--- src/rtl/dpram_arbiter.sv ---
// dpram_arbiter
// Shares one single-port 8K x 32 RAM between two asynchronous bus ports
// (core A, core B). Each port's strobe is synchronised and edge-detected, and
// the port's request is latched. A round-robin arbiter then issues one RAM
// access at a time and returns a one-cycle acknowledge to the port that made it.

module dpram_arbiter #(
  parameter int AW          = 13,
  parameter int DW          = 32,
  parameter int SYNC_STAGES = 2
) (
  input  logic          clk,
  input  logic          rst,

  input  logic          a_re,
  input  logic          a_we,
  input  logic [3:0]    a_be,
  input  logic [AW-1:0] a_addr,
  input  logic [DW-1:0] a_wdata,
  output logic [DW-1:0] a_rdata,
  output logic          a_ack,

  input  logic          b_re,
  input  logic          b_we,
  input  logic [3:0]    b_be,
  input  logic [AW-1:0] b_addr,
  input  logic [DW-1:0] b_wdata,
  output logic [DW-1:0] b_rdata,
  output logic          b_ack,

  output logic          ram_en,
  output logic [3:0]    ram_we,
  output logic [AW-1:0] ram_addr,
  output logic [DW-1:0] ram_wdata,
  input  logic [DW-1:0] ram_rdata,

  output logic          busy,
  output logic [1:0]    overrun
);

  // Access sequencer states.
  localparam logic [1:0] ST_IDLE    = 2'd0;
  localparam logic [1:0] ST_ISSUE   = 2'd1;
  localparam logic [1:0] ST_CAPTURE = 2'd2;

  // Port identifiers used by the arbiter and the in-flight access record.
  localparam logic PORT_A = 1'b0;
  localparam logic PORT_B = 1'b1;

  // ---------------------------------------------------------------------------
  // Strobe synchronisers and rising-edge detectors
  // ---------------------------------------------------------------------------
  logic                   a_strobe;
  logic                   b_strobe;
  logic [SYNC_STAGES-1:0] a_sync;
  logic [SYNC_STAGES-1:0] b_sync;
  logic                   a_edge_q;
  logic                   b_edge_q;
  logic                   a_rise;
  logic                   b_rise;

  // A read or a write strobe both open a bus cycle; the kind is resolved at latch time.
  assign a_strobe = a_re | a_we;
  assign b_strobe = b_re | b_we;

  // Shift each strobe through the synchroniser chain, then one more flop for edge detect.
  always_ff @(posedge clk) begin
    if (rst) begin
      a_sync   <= '0;
      b_sync   <= '0;
      a_edge_q <= 1'b0;
      b_edge_q <= 1'b0;
    end else begin
      // NOTE: non-blocking assignments let every flop in the chain sample its
      // predecessor's old value, which is what makes this a shift register.
      a_sync   <= {a_sync[SYNC_STAGES-2:0], a_strobe};
      b_sync   <= {b_sync[SYNC_STAGES-2:0], b_strobe};
      a_edge_q <= a_sync[SYNC_STAGES-1];
      b_edge_q <= b_sync[SYNC_STAGES-1];
    end
  end

  assign a_rise = a_sync[SYNC_STAGES-1] & ~a_edge_q;
  assign b_rise = b_sync[SYNC_STAGES-1] & ~b_edge_q;

  // ---------------------------------------------------------------------------
  // Arbitration
  // ---------------------------------------------------------------------------
  logic [1:0] state;
  logic       last_grant;
  logic       a_pend;
  logic       b_pend;
  logic       grant_fire;
  logic       grant_port;
  logic       a_grant;
  logic       b_grant;

  // Round-robin pick: a lone requester wins; on a tie the port not served last wins.
  always_comb begin
    // NOTE: every signal gets a default before any branch, so no path leaves
    // it unassigned and no latch is inferred.
    grant_port = PORT_A;
    if (a_pend && b_pend) begin
      grant_port = ~last_grant;
    end else if (b_pend) begin
      grant_port = PORT_B;
    end
  end

  assign grant_fire = (state == ST_IDLE) && (a_pend || b_pend);
  assign a_grant    = grant_fire && (grant_port == PORT_A);
  assign b_grant    = grant_fire && (grant_port == PORT_B);

  // ---------------------------------------------------------------------------
  // Request latching and overrun detection
  // ---------------------------------------------------------------------------
  logic          a_accept;
  logic          b_accept;
  logic [AW-1:0] a_req_addr;
  logic [AW-1:0] b_req_addr;
  logic [DW-1:0] a_req_wdata;
  logic [DW-1:0] b_req_wdata;
  logic [3:0]    a_req_be;
  logic [3:0]    b_req_be;
  logic          a_req_write;
  logic          b_req_write;

  // A new edge is taken only if the port has no request waiting, or its
  // waiting request is being granted on this very edge.
  assign a_accept = a_rise & (~a_pend | a_grant);
  assign b_accept = b_rise & (~b_pend | b_grant);

  // Track pending flags; an edge arriving on a still-pending port is flagged sticky.
  always_ff @(posedge clk) begin
    if (rst) begin
      a_pend  <= 1'b0;
      b_pend  <= 1'b0;
      overrun <= 2'b00;
    end else begin
      if (a_accept) begin
        a_pend <= 1'b1;
      end else if (a_grant) begin
        a_pend <= 1'b0;
      end
      if (b_accept) begin
        b_pend <= 1'b1;
      end else if (b_grant) begin
        b_pend <= 1'b0;
      end
      if (a_rise && !a_accept) begin
        overrun[0] <= 1'b1;
      end
      if (b_rise && !b_accept) begin
        overrun[1] <= 1'b1;
      end
    end
  end

  // Capture the bus payload on an accepted edge; write wins if both strobes are high.
  // NOTE: these payload registers carry no reset on purpose: they are only
  // ever consumed while the matching pend flag qualifies them.
  always_ff @(posedge clk) begin
    if (a_accept) begin
      a_req_addr  <= a_addr;
      a_req_wdata <= a_wdata;
      a_req_be    <= a_be;
      a_req_write <= a_we;
    end
    if (b_accept) begin
      b_req_addr  <= b_addr;
      b_req_wdata <= b_wdata;
      b_req_be    <= b_be;
      b_req_write <= b_we;
    end
  end

  // ---------------------------------------------------------------------------
  // Granted-request select
  // ---------------------------------------------------------------------------
  logic [AW-1:0] sel_addr;
  logic [DW-1:0] sel_wdata;
  logic [3:0]    sel_be;
  logic          sel_write;

  // Route the winning port's latched request toward the RAM registers.
  always_comb begin
    sel_addr  = a_req_addr;
    sel_wdata = a_req_wdata;
    sel_be    = a_req_be;
    sel_write = a_req_write;
    if (grant_port == PORT_B) begin
      sel_addr  = b_req_addr;
      sel_wdata = b_req_wdata;
      sel_be    = b_req_be;
      sel_write = b_req_write;
    end
  end

  // ---------------------------------------------------------------------------
  // Access sequencer, RAM interface registers, read data and acknowledges
  // ---------------------------------------------------------------------------
  logic cur_port;
  logic cur_write;

  // IDLE grants and loads the RAM registers, ISSUE lets the RAM see the
  // access, CAPTURE returns read data and pulses the port's ack.
  always_ff @(posedge clk) begin
    if (rst) begin
      state      <= ST_IDLE;
      last_grant <= PORT_B;
      cur_port   <= PORT_A;
      cur_write  <= 1'b0;
      ram_en     <= 1'b0;
      ram_we     <= 4'b0000;
      ram_addr   <= '0;
      ram_wdata  <= '0;
      a_rdata    <= '0;
      b_rdata    <= '0;
      a_ack      <= 1'b0;
      b_ack      <= 1'b0;
    end else begin
      // Single-cycle pulses default low and are raised only where needed.
      ram_en <= 1'b0;
      ram_we <= 4'b0000;
      a_ack  <= 1'b0;
      b_ack  <= 1'b0;
      case (state)
        ST_IDLE: begin
          if (grant_fire) begin
            state      <= ST_ISSUE;
            last_grant <= grant_port;
            cur_port   <= grant_port;
            cur_write  <= sel_write;
            ram_en     <= 1'b1;
            ram_addr   <= sel_addr;
            ram_wdata  <= sel_wdata;
            ram_we     <= sel_write ? sel_be : 4'b0000;
          end
        end
        ST_ISSUE: begin
          state <= ST_CAPTURE;
        end
        ST_CAPTURE: begin
          state <= ST_IDLE;
          if (cur_port == PORT_A) begin
            a_ack <= 1'b1;
            if (!cur_write) begin
              a_rdata <= ram_rdata;
            end
          end else begin
            b_ack <= 1'b1;
            if (!cur_write) begin
              b_rdata <= ram_rdata;
            end
          end
        end
        default: begin
          state <= ST_IDLE;
        end
      endcase
    end
  end

  assign busy = (state != ST_IDLE) | a_pend | b_pend;

endmodule

--- config.mk ---
export PLATFORM = sky130hd
export DESIGN_NAME = dpram_arbiter
export DESIGN_NICKNAME = d
export VERILOG_FILES = /design/src/rtl/dpram_arbiter.sv
export SDC_FILE = /design/constraint.sdc
export NUM_CORES = 1
export LEC_CHECK = 0
export CORE_ASPECT_RATIO = 1.25
export CORE_MARGIN = 2
export CORE_UTILIZATION = 50
export DETAILED_ROUTE_END_ITERATION = 10
export PLACE_DENSITY = 0.9
export SLEW_MARGIN = 10
export SYNTH_ARGS = -nofsm -noshare
export SYNTH_HDL_FRONTEND = slang
export SYNTH_SLANG_ARGS = --single-unit
export TNS_END_PERCENT = 10
--- constraint.sdc ---
create_clock -name clk -period 8.1 [get_ports clk]
set_input_delay 1.215 -clock clk [delete_from_list [all_inputs] [get_ports clk]]
set_output_delay 1.215 -clock clk [all_outputs]
set_load 0.05 [all_outputs]
# == Yosys cells after proc, flatten, opt, wreduce, memory -nomap -nowiden ==
# Cells that the tools add are included.
# op_classes
n_eq_ne,3
n_reduce_logical,19
n_bitwise,22
n_mux,15
# ops
op,count
$mux W32,1
$mux W13,1
$not A1 Y1,12
$mux W1,10
$logic_and A1 B1 Y1,6
$or A1 B1 Y1,6
$reduce_and A3 Y1,2
$reduce_bool A2 Y1,3
$and A1 B1 Y1,4
$mux W4,1
$pmux W2 S2,1
$reduce_or A2 Y1,2
$reduce_or A4 Y1,1
$eq A2 B1 Y1 const B,1
$eq A2 B2 Y1 const B,1
$logic_not A1 Y1,2
$logic_not A2 Y1,1
$mux W2,1
$ne A2 B2 Y1 const B,1
$reduce_and A2 Y1,1
$logic_or A1 B1 Y1,1
# word_totals
output_inout_bits,119
reg_bits,231

# == Depth between registers and ports, before layout ==
# Gate-level depths: netlist of run 1.
# depth
depth_word,8
ltp_mapped,5
depth_no_buf,3

# == Worst setup path before layout of run 1 ==
# Ideal clock, no wire load.
# synth_path
path_kind,register to register
startpoint,reg state[1]
endpoint,reg a_req_addr[0] (enable)
arrival_ns,3.169
slack_ns,4.468
path_stages_with_launch,5
n_path_buf,1
synth_period_minus_slack_ns,3.632
t_required_ns,7.636
cell_sequence,dfxtp_1 > or2_1 > buf_2 > o21ai_1 > nor2b_1
# synth_via
elab_chain_cells,5
# synth_lines
element,line_no,text
"start, declared",89,logic [1:0] state;
"start signal, assigned",209,state <= ST_IDLE;
"start signal, assigned",230,state <= ST_ISSUE;
"start signal, assigned",241,state <= ST_CAPTURE;
$logic_not A2 Y1,110,assign grant_fire = (state == ST_IDLE) && (a_pend || b_pend);
$logic_and A1 B1 Y1,110,
$logic_and A1 B1 Y1,111,assign a_grant = grant_fire && (grant_port == PORT_A);
$or A1 B1 Y1,130,assign a_accept = a_rise & (~a_pend | a_grant);
$and A1 B1 Y1,130,
net a_accept,117,logic a_accept;
"end signal, assigned",164,a_req_addr <= a_addr;
"end, declared",119,logic [AW-1:0] a_req_addr;
# The timed path passes the listed nets, and every way through them passes these cells.
# A chain may end at the register's enable or synchronous reset.

# == Final worst setup path of run 1 ==
# layout_path
startpoint,reg state[1]
endpoint,out busy
# layout_via
elab_chain_cells,3
# layout_lines
element,line_no,text
$reduce_bool A2 Y1,264,assign busy = (state != ST_IDLE) | a_pend | b_pend;
$or A1 B1 Y1 (2 in series),264,
"end, declared",37,"output logic busy,"
# No other way between the ends.

==> results of run 1 <==
-- flip-flops by register name (all words and copies together) (netlist names), 13 cells and up --
signal / flops
a_req_addr: 13
b_rdata: 32
b_req_addr: 13
a_req_wdata: 32
b_req_wdata: 32
a_rdata: 32
ram_wdata: 32
ram_addr: 13
-- cells by family (layout without fill, tap and decap cells) --
| logic type | count (synthesis) | count (layout) |
|---|---|---|
| and+or+nand+nor | 261 | 261 |
| DFF | 231 | 231 |
| AOI/OAI and AO/OA | 171 | 171 |
| buffers and inverters | 55 | 303 |
-- cell usage after synthesis (all sizes together) --
cell type	count
nor4bb	1
nor2	7
and4bb	1
o31ai	2
a21bo	2
clkbuf	20
buf	35
edfxtp	100
or2	2
o21ai	3
nand3	9
a21oi	113
nor2b	7
nor3	2
nand2b	4
dfxtp	131
nor4b	2
nor3b	1
or4b	1
a21boi	5
nand3b	1
nand4bb	1
a311oi	46
nand2	222
-- critical path, stage by stage (launching register included) --
cell and delay, ns:
dfxtp_1 0.40, nor2_4 0.13, buf_4 0.45, nand2_1 0.13
clkdlybuf4s50_1 0.74
-- layer usage --
layer	track usage, %	share of wire [%]	vias to the layer above
met1	27.1	36	3019
met4	10.3	4.4	0
met3	5.17	7.4	55
li1	-	-	2990
met5	0	0	-
met2	43.2	52	281
-- power by group --
part,internal (mW),switching (mW)
sequential,1.27,0.0229
clock,0.590,0.419
combinational,0.129,0.189
-- cell type report --
type / instances / area [um^2] / area share [%]
tap: 212 / 265 / 2.33
multi-input combinational: 432 / 2190 / 19.2
clock buffer: 32 / 649 / 5.70
sequential: 231 / 5630 / 49.3
timing repair buffer: 262 / 2600 / 22.8
clock inverter: 9 / 70.1 / 0.615
-- stage by stage --
step | util (%) | worst slack (ns)
after floorplan | - | 4.47
after global placement | 68.0 | 5.06
after CTS | 72.6 | 4.50
after detailed placement | 68.0 | 5.05
after global routing | 72.6 | 4.40
final | 72.6 | 4.52
-- final timing paths --
path	start	end
worst max-delay path	state[1]	busy
worst max register to register	state[1]	b_req_wdata[5]
worst min-delay path	b_sync[0]	b_sync[1]
worst min register to register	b_sync[0]	b_sync[1]
==> results.yml, run 1 <==
setup_path:
  cp_data_required_time_ns: 6.88
  cp-start-kind: "register"
  r2r_setup_slack_ns: 5.47
  path_class: "reg2out"
  cp-end-kind: "output port"
  arrival_ns: 2.36
  ff2ff_path_depth: 5
  path_max_fanout: 49
drt:
  first_pass_iters: 5
  ant_nets: 0
  routed_wl_um: 21000
  vias: 6345
  viasPerCell: 5.39
  drc: 0
  wire_per_inst_um: 17.8
  drt-initial-drc-count: 581
flow_run:
  maxCapViolCount: 0
clocking:
  clk_pin_slew_ns: 0.06
  cts_max_level: 1
  cts_resized: 0
  cts_buffers: 23
  cts_setup_buffers: 0
  cts_tree: "done"
  cts_sinks: 231
  insertion_delay_ns: 0.50
  root_buffer: "clkbuf_16"
  clockBufferDepth: 3
  ctsHoldBuffers: 0
yosys:
  yosysWarningCount: 0
  yosys-top-cells-area: "edfxtp_1 37%, dfxtp_1 33%, nand2_1 10%, a21oi_1 7.0%, a311oi_1 5.0%"
  yosys.area_share.simple_pct: 13.6
  syn_area_per_cell_um2: 11.2
  synth.distinct_cells: 32
  yosys.area.top_type: "edfxtp_1"
  synthXorXnorAreaFrac_pct: 0
  netlist_instances: 718
  netlist_area_um2: 8050
  ys_seq_area_share_pct: 69.9
  synth_top_family_by_area: "simple AND/OR/NAND/NOR gates"
  yosys.area.top_type_share_pct: 37.3
  synth-compound-area-share_pct: 13.2
  synthAdderAreaFrac_pct: 0
  ys_seq_elements: 231
  syn_nets: 854
  synth.mux.area_fraction_pct: 0
min_path:
  hold_depth: 1
  hp-class: "reg2reg"
global_route:
  grt_max_degree: 102
  antenna_found_initial: 0
  grt_pass1_vias: 6340
  grt_first_pass_wirelength_um: 33100
  grt_use_total_pct: 23.9
  grt-ovfl-total: 0
sta:
  fmax_mhz: 279
  holdWs_ns: 0.437
  rsz0062_at_grt: "no"
  setup_viol: 0
  tightest_slew_ns: 1.15
  max_slew_margin_pct: 23.5
  finalHoldViolations: 0
  period_needed_ns: 3.58
  period_share_pct: 44.2
  slew_violations: 0
  tns_ns: 0
  skew_ns: 0.0112
cells_and_area:
  final_cell_mix: "253 x clkdlybuf4s50_1, 222 x nand2_1, 131 x dfxtp_1"
  syn2layout_area_growth_pct: 41.7
  final_common_cell: "clkdlybuf4s50_1"
  drive_gt1_share_pct: 5.49
  post-route-cell-area_um2: 11400
  final_nets: 1086
  fillers: 1036
  diodes: 0
  stdcell_count: 1178
floorplanning:
  die_h_um: 146
  rows: 51
  core-area_um2: 15700
  io_pins: 255
  die_area_um2: 17100
  fp.dieW_um: 117
  initial_core_util_pct: 51.3
place:
  place_congestion: 0.814
  post_dp_cell_area_um2: 10700
  dpl.hpwl_um: 13300
  io_buffers: 254
  dp_cells: 1137
power:
  p_per_area_nw_per_um2: 230
  ir_drop_v: 0.000219
  p_leak_nw: 3.86
  power_mw: 2.62
status:
  status: "completed"
Note: power is estimated with default switching activity, not from simulation.
==> run 2: changes to the inputs <==
--- a/config.mk
+++ b/config.mk
@@ -7,9 +7,9 @@
 export LEC_CHECK = 0
 export CORE_ASPECT_RATIO = 1.25
 export CORE_MARGIN = 2
-export CORE_UTILIZATION = 50
+export CORE_UTILIZATION = 42
 export DETAILED_ROUTE_END_ITERATION = 10
-export PLACE_DENSITY = 0.9
+export PLACE_DENSITY = 0.81
 export SLEW_MARGIN = 10
 export SYNTH_ARGS = -nofsm -noshare
 export SYNTH_HDL_FRONTEND = slang
==> constraint.sdc (replaced) <==
create_clock -name clk -period 3.26 [get_ports clk]
set_input_delay 0.489 -clock clk [delete_from_list [all_inputs] [get_ports clk]]
set_output_delay 0.489 -clock clk [all_outputs]
set_load 0.05 [all_outputs]
==> results.yml, run 2 (synthesized netlist as in run 1, its figures left out) <==
clocking:
  cts_max_level: 1
  cts_tree: "done"
  cts_sinks: 231
  cts_buffers: 23
  clockBufferDepth: 3
  cts_setup_buffers: 0
  cts_resized: 0
  ctsHoldBuffers: 0
  insertion_delay_ns: 0.51
  clk_pin_slew_ns: 0.07
  root_buffer: "clkbuf_16"
sta:
  finalHoldViolations: 0
  max_slew_margin_pct: 20.6
  rsz0062_at_grt: "no"
  setup_ws_ns: 0.584
  skew_ns: 0.0187
  period_share_pct: 82.1
  tightest_slew_ns: 1.19
  slew_violations: 0
  setup_viol: 0
  tns_ns: 0
  period_needed_ns: 2.68
  fmax_mhz: 374
setup_path:
  cp_data_required_time_ns: 2.77
  cp_top_family: "buffers and inverters"
  critPathBufInv: 1
  r2r_setup_slack_ns: 1.01
  arrival_ns: 2.19
  path_class: "reg2out"
  critPathMaxStageDelay_ns: 0.74
  cp-start-kind: "register"
  cp-end-kind: "output port"
  path_max_fanout: 6
  path_cells: "nor2_1 > nand2_1 > clkdlybuf4s50_1"
  slowest_stage: "clkdlybuf4s50_1"
global_route:
  grt_use_total_pct: 20.1
  grt-ovfl-total: 0
  grt_pass1_vias: 6095
  grt_first_pass_wirelength_um: 32300
  grt_max_degree: 69
  antenna_found_initial: 1
drt:
  ant_nets: 0
  wire_per_inst_um: 17.6
  drc: 0
  first_pass_iters: 6
  route.met2.wl_um: 11200
  routed_wl_um: 21200
  vias: 6286
  route.top_layer_used: "met4"
  drt-initial-drc-count: 330
  wl_met3_um: 1480
  viasPerCell: 5.23
  wl_met1_um: 7730
floorplanning:
  core-area_um2: 18800
  io_pins: 255
  die_area_um2: 20300
  initial_core_util_pct: 42.9
  fp.dieW_um: 128
  rows: 56
  die_h_um: 159
place:
  dpl.hpwl_um: 13500
  place_ws_ns: 1.03
  place_congestion: 0.783
  io_buffers: 254
cells_and_area:
  final_nets: 1088
  fillers: 1482
  final_cell_mix: "253 x clkdlybuf4s50_1, 222 x nand2_1, 131 x dfxtp_1"
  final_common_cell: "clkdlybuf4s50_1"
  final_util_pct: 61.2
  drive_gt1_share_pct: 5.99
  syn2layout_area_growth_pct: 42.7
min_path:
  hp-class: "reg2reg"
power:
  p_leak_nw: 3.90
  ir_drop_v: 0.000571
  p_per_area_nw_per_um2: 575
status:
  status: "completed"
flow_run:
  maxCapViolCount: 0
-- run 2: stage by stage --
| stage | cells | power [mW] | area (um^2) | hold slack (ns) |
|---|---|---|---|---|
| 2_1_floorplan | 718 | 3.69 | 8050 | 0.414 |
| 5_1_grt | 1202 | 6.83 | 11500 | 0.464 |
| 6_report | 1202 | 6.60 | 11500 | 0.436 |
| 4_1_cts | 1201 | 6.66 | 11500 | 0.438 |
| 3_3_place_gp | 1159 | 4.06 | 10700 | 0.421 |
| 3_5_place_dp | 1159 | 4.07 | 10700 | 0.423 |
-- run 2: where the power goes --
| group | internal [mW] | switching (mW) | total, mW |
|---|---|---|---|
| combinational | 0.324 | 0.474 | 0.798 |
| clock | 1.51 | 1.08 | 2.60 |
| sequential | 3.15 | 0.0598 | 3.21 |
| total | 4.98 | 1.62 | 6.60 |
-- run 2: final timing paths --
kind                                start         endpoint  cells past startpoint
worst max-delay path               a_pend             busy                      3
worst min register to register  a_sync[0]        a_sync[1]                      1
worst max register to register   state[1]  a_req_wdata[30]                      4
worst min-delay path            a_sync[0]        a_sync[1]                      1
-- run 2: routing by layer --
layer	GRT usage, %	vias up
met5	0	-
met4	8.54	0
met3	3.54	45
met2	35.8	277
met1	23.5	2965
li1	-	2999
-- run 2: area by class of cell --
| cell class | count | area (um^2) | area share, % |
|---|---|---|---|
| sequential | 231 | 5630 | 49.0 |
| tap | 232 | 290 | 2.53 |
| timing repair buffer | 264 | 2630 | 22.9 |
| clock inverter | 13 | 91.3 | 0.795 |
| antenna | 1 | 2.50 | 0.0218 |
| multi-input combinational | 432 | 2190 | 19.1 |
| clock buffer | 29 | 659 | 5.74 |
==> run 3: changes to the inputs <==
==> constraint.sdc (replaced) <==
create_clock -name clk -period 2.2 [get_ports clk]
set_input_delay 0.33 -clock clk [delete_from_list [all_inputs] [get_ports clk]]
set_output_delay 0.33 -clock clk [all_outputs]
set_load 0.05 [all_outputs]
==> results.yml, run 3 (synthesized netlist as in run 1, its figures left out) <==
setup_path:
  cp_top_family: "buffers and inverters"
  critPathBufInv: 1
  ff2ff_path_depth: 4
  critPathMaxStageDelay_ns: 0.86
  path_class: "reg2out"
  r2r_setup_slack_ns: 0.31
  cp_data_required_time_ns: 1.87
  r2r_end: "a_req_be[1]"
  cp-end-kind: "output port"
  arrival_ns: 1.70
  slowest_stage: "clkdlybuf4s50_1"
  cp-start-kind: "register"
  rr_startpoint: "state[0]"
  path_max_fanout: 2
  path_cells: "clkdlybuf4s50_1"
power:
  p_per_area_nw_per_um2: 858
  ir_drop_v: 0.000826
  seqPwrFrac_pct: 47.4
  power_mw: 10.0
  combPwrFrac_pct: 12.0
  power_switching_mw: 2.41
  p_leak_nw: 3.99
  p_int_mw: 7.60
  power.share.switching_pct: 24.1
  clkPwrFrac_pct: 40.6
sta:
  rsz0062_at_grt: "no"
  period_share_pct: 92.1
  fmax_mhz: 494
  max_slew_margin_pct: 58.0
  setup_ws_ns: 0.174
  finalHoldViolations: 0
  tightest_slew_ns: 0.631
  period_needed_ns: 2.03
  setup_viol: 0
  tns_ns: 0
  slew_violations: 0
  skew_ns: 0.00811
clocking:
  cts_tree: "done"
  clockBufferDepth: 3
  clk_pin_slew_ns: 0.06
  cts_resized: 0
  cts_max_level: 1
  cts_buffers: 23
  cts_setup_buffers: 0
  cts_sinks: 231
  root_buffer: "clkbuf_16"
  ctsHoldBuffers: 0
  insertion_delay_ns: 0.50
floorplanning:
  io_pins: 255
  initial_core_util_pct: 42.9
  core-area_um2: 18800
  rows: 56
  fp.dieW_um: 128
  die_area_um2: 20300
  die_h_um: 159
global_route:
  grt_use_total_pct: 20.1
  grt-ovfl-total: 0
  grt_max_degree: 58
  grt_pass1_vias: 6164
  grt_first_pass_wirelength_um: 32700
  antenna_found_initial: 1
cells_and_area:
  drive_gt1_share_pct: 7.35
  final_cell_mix: "252 x clkdlybuf4s50_1, 222 x nand2_1, 131 x dfxtp_1"
  stdcell_count: 1212
  final_common_cell: "clkdlybuf4s50_1"
  syn2layout_area_growth_pct: 44.9
  final_nets: 1098
min_path:
  min_to: "a_edge_q"
  hold_start: "rst"
  hold_depth: 2
  hp-class: "in2reg"
place:
  dp_cells: 1169
  place_ws_ns: 0.321
  io_buffers: 254
  dpl.hpwl_um: 13900
  place_congestion: 0.806
drt:
  vias: 6290
  drc: 0
  viasPerCell: 5.19
  wire_per_inst_um: 17.2
  drt-initial-drc-count: 385
  first_pass_iters: 4
  routed_wl_um: 20800
  ant_nets: 0
flow_run:
  maxCapViolCount: 0
status:
  status: "completed"
-- run 3: cell count changes in the layout (fill, tap and decap cells not counted), sizes merged --
| cell | delta |
|---|---|
| clkbuf | +1 |
| clkinvlp | +1 |
| clkdlybuf4s50 | -1 |
| bufinv | +1 |
| clkinv | -3 |
| buf | +11 |
-- run 3: per-stage QoR --
stage | hold slack [ns] | util [%] | area (um^2)
2_1_floorplan | 0.414 | - | 8060
3_3_place_gp | 0.420 | 57.8 | 10900
3_5_place_dp | 0.423 | 57.8 | 10900
4_1_cts | 0.315 | 62.1 | 11700
5_1_grt | 0.351 | 62.1 | 11700
6_report | 0.332 | 62.1 | 11700
-- run 3: cell type report --
class	count	area, um^2
diodes	1	2.50
clock buffers	30	683
clock inverters	12	121
fillers	1483	7120
multi-input cells	432	2190
flip-flops and latches	231	5630
well taps	232	290
repair buffers	274	2750
-- run 3: worst max path at each step --
stage / from / endpoint / slack, ns / depth (start not counted)
after floorplan: state[1] / b_req_addr[0] / -0.44 / 4
after global placement: state[0] / a_req_wdata[11] / 0.41 / 4
after detailed placement: state[0] / a_req_wdata[0] / 0.32 / 4
after CTS: ram_addr[11] / ram_addr[11] / 0.14 / 1
after global routing: ram_addr[8] / ram_addr[8] / 0.11 / 1
final: ram_addr[11] / ram_addr[11] / 0.17 / 1
-- run 3: power by group through the flow --
| stage | clock network (mW) | logic, mW | registers [mW] |
|---|---|---|---|
| after detailed placement | 0 | 1.21 | 4.84 |
| after global placement | 0 | 1.18 | 4.83 |
| final | 4.06 | 1.20 | 4.75 |
| after floorplan | 0 | 0.332 | 5.13 |
| after CTS | 4.13 | 1.21 | 4.75 |
| after global routing | 4.30 | 1.27 | 4.76 |
-- run 3: per-layer routing --
| layer | vias up | share of wire, % | global-route usage [%] |
|---|---|---|---|
| met4 | 0 | 3.5 | 7.54 |
| li1 | 3021 | - | - |
| met3 | 40 | 5.8 | 3.84 |
| met2 | 221 | 53 | 35.8 |
| met5 | - | 0 | 0 |
| met1 | 3008 | 38 | 23.7 |
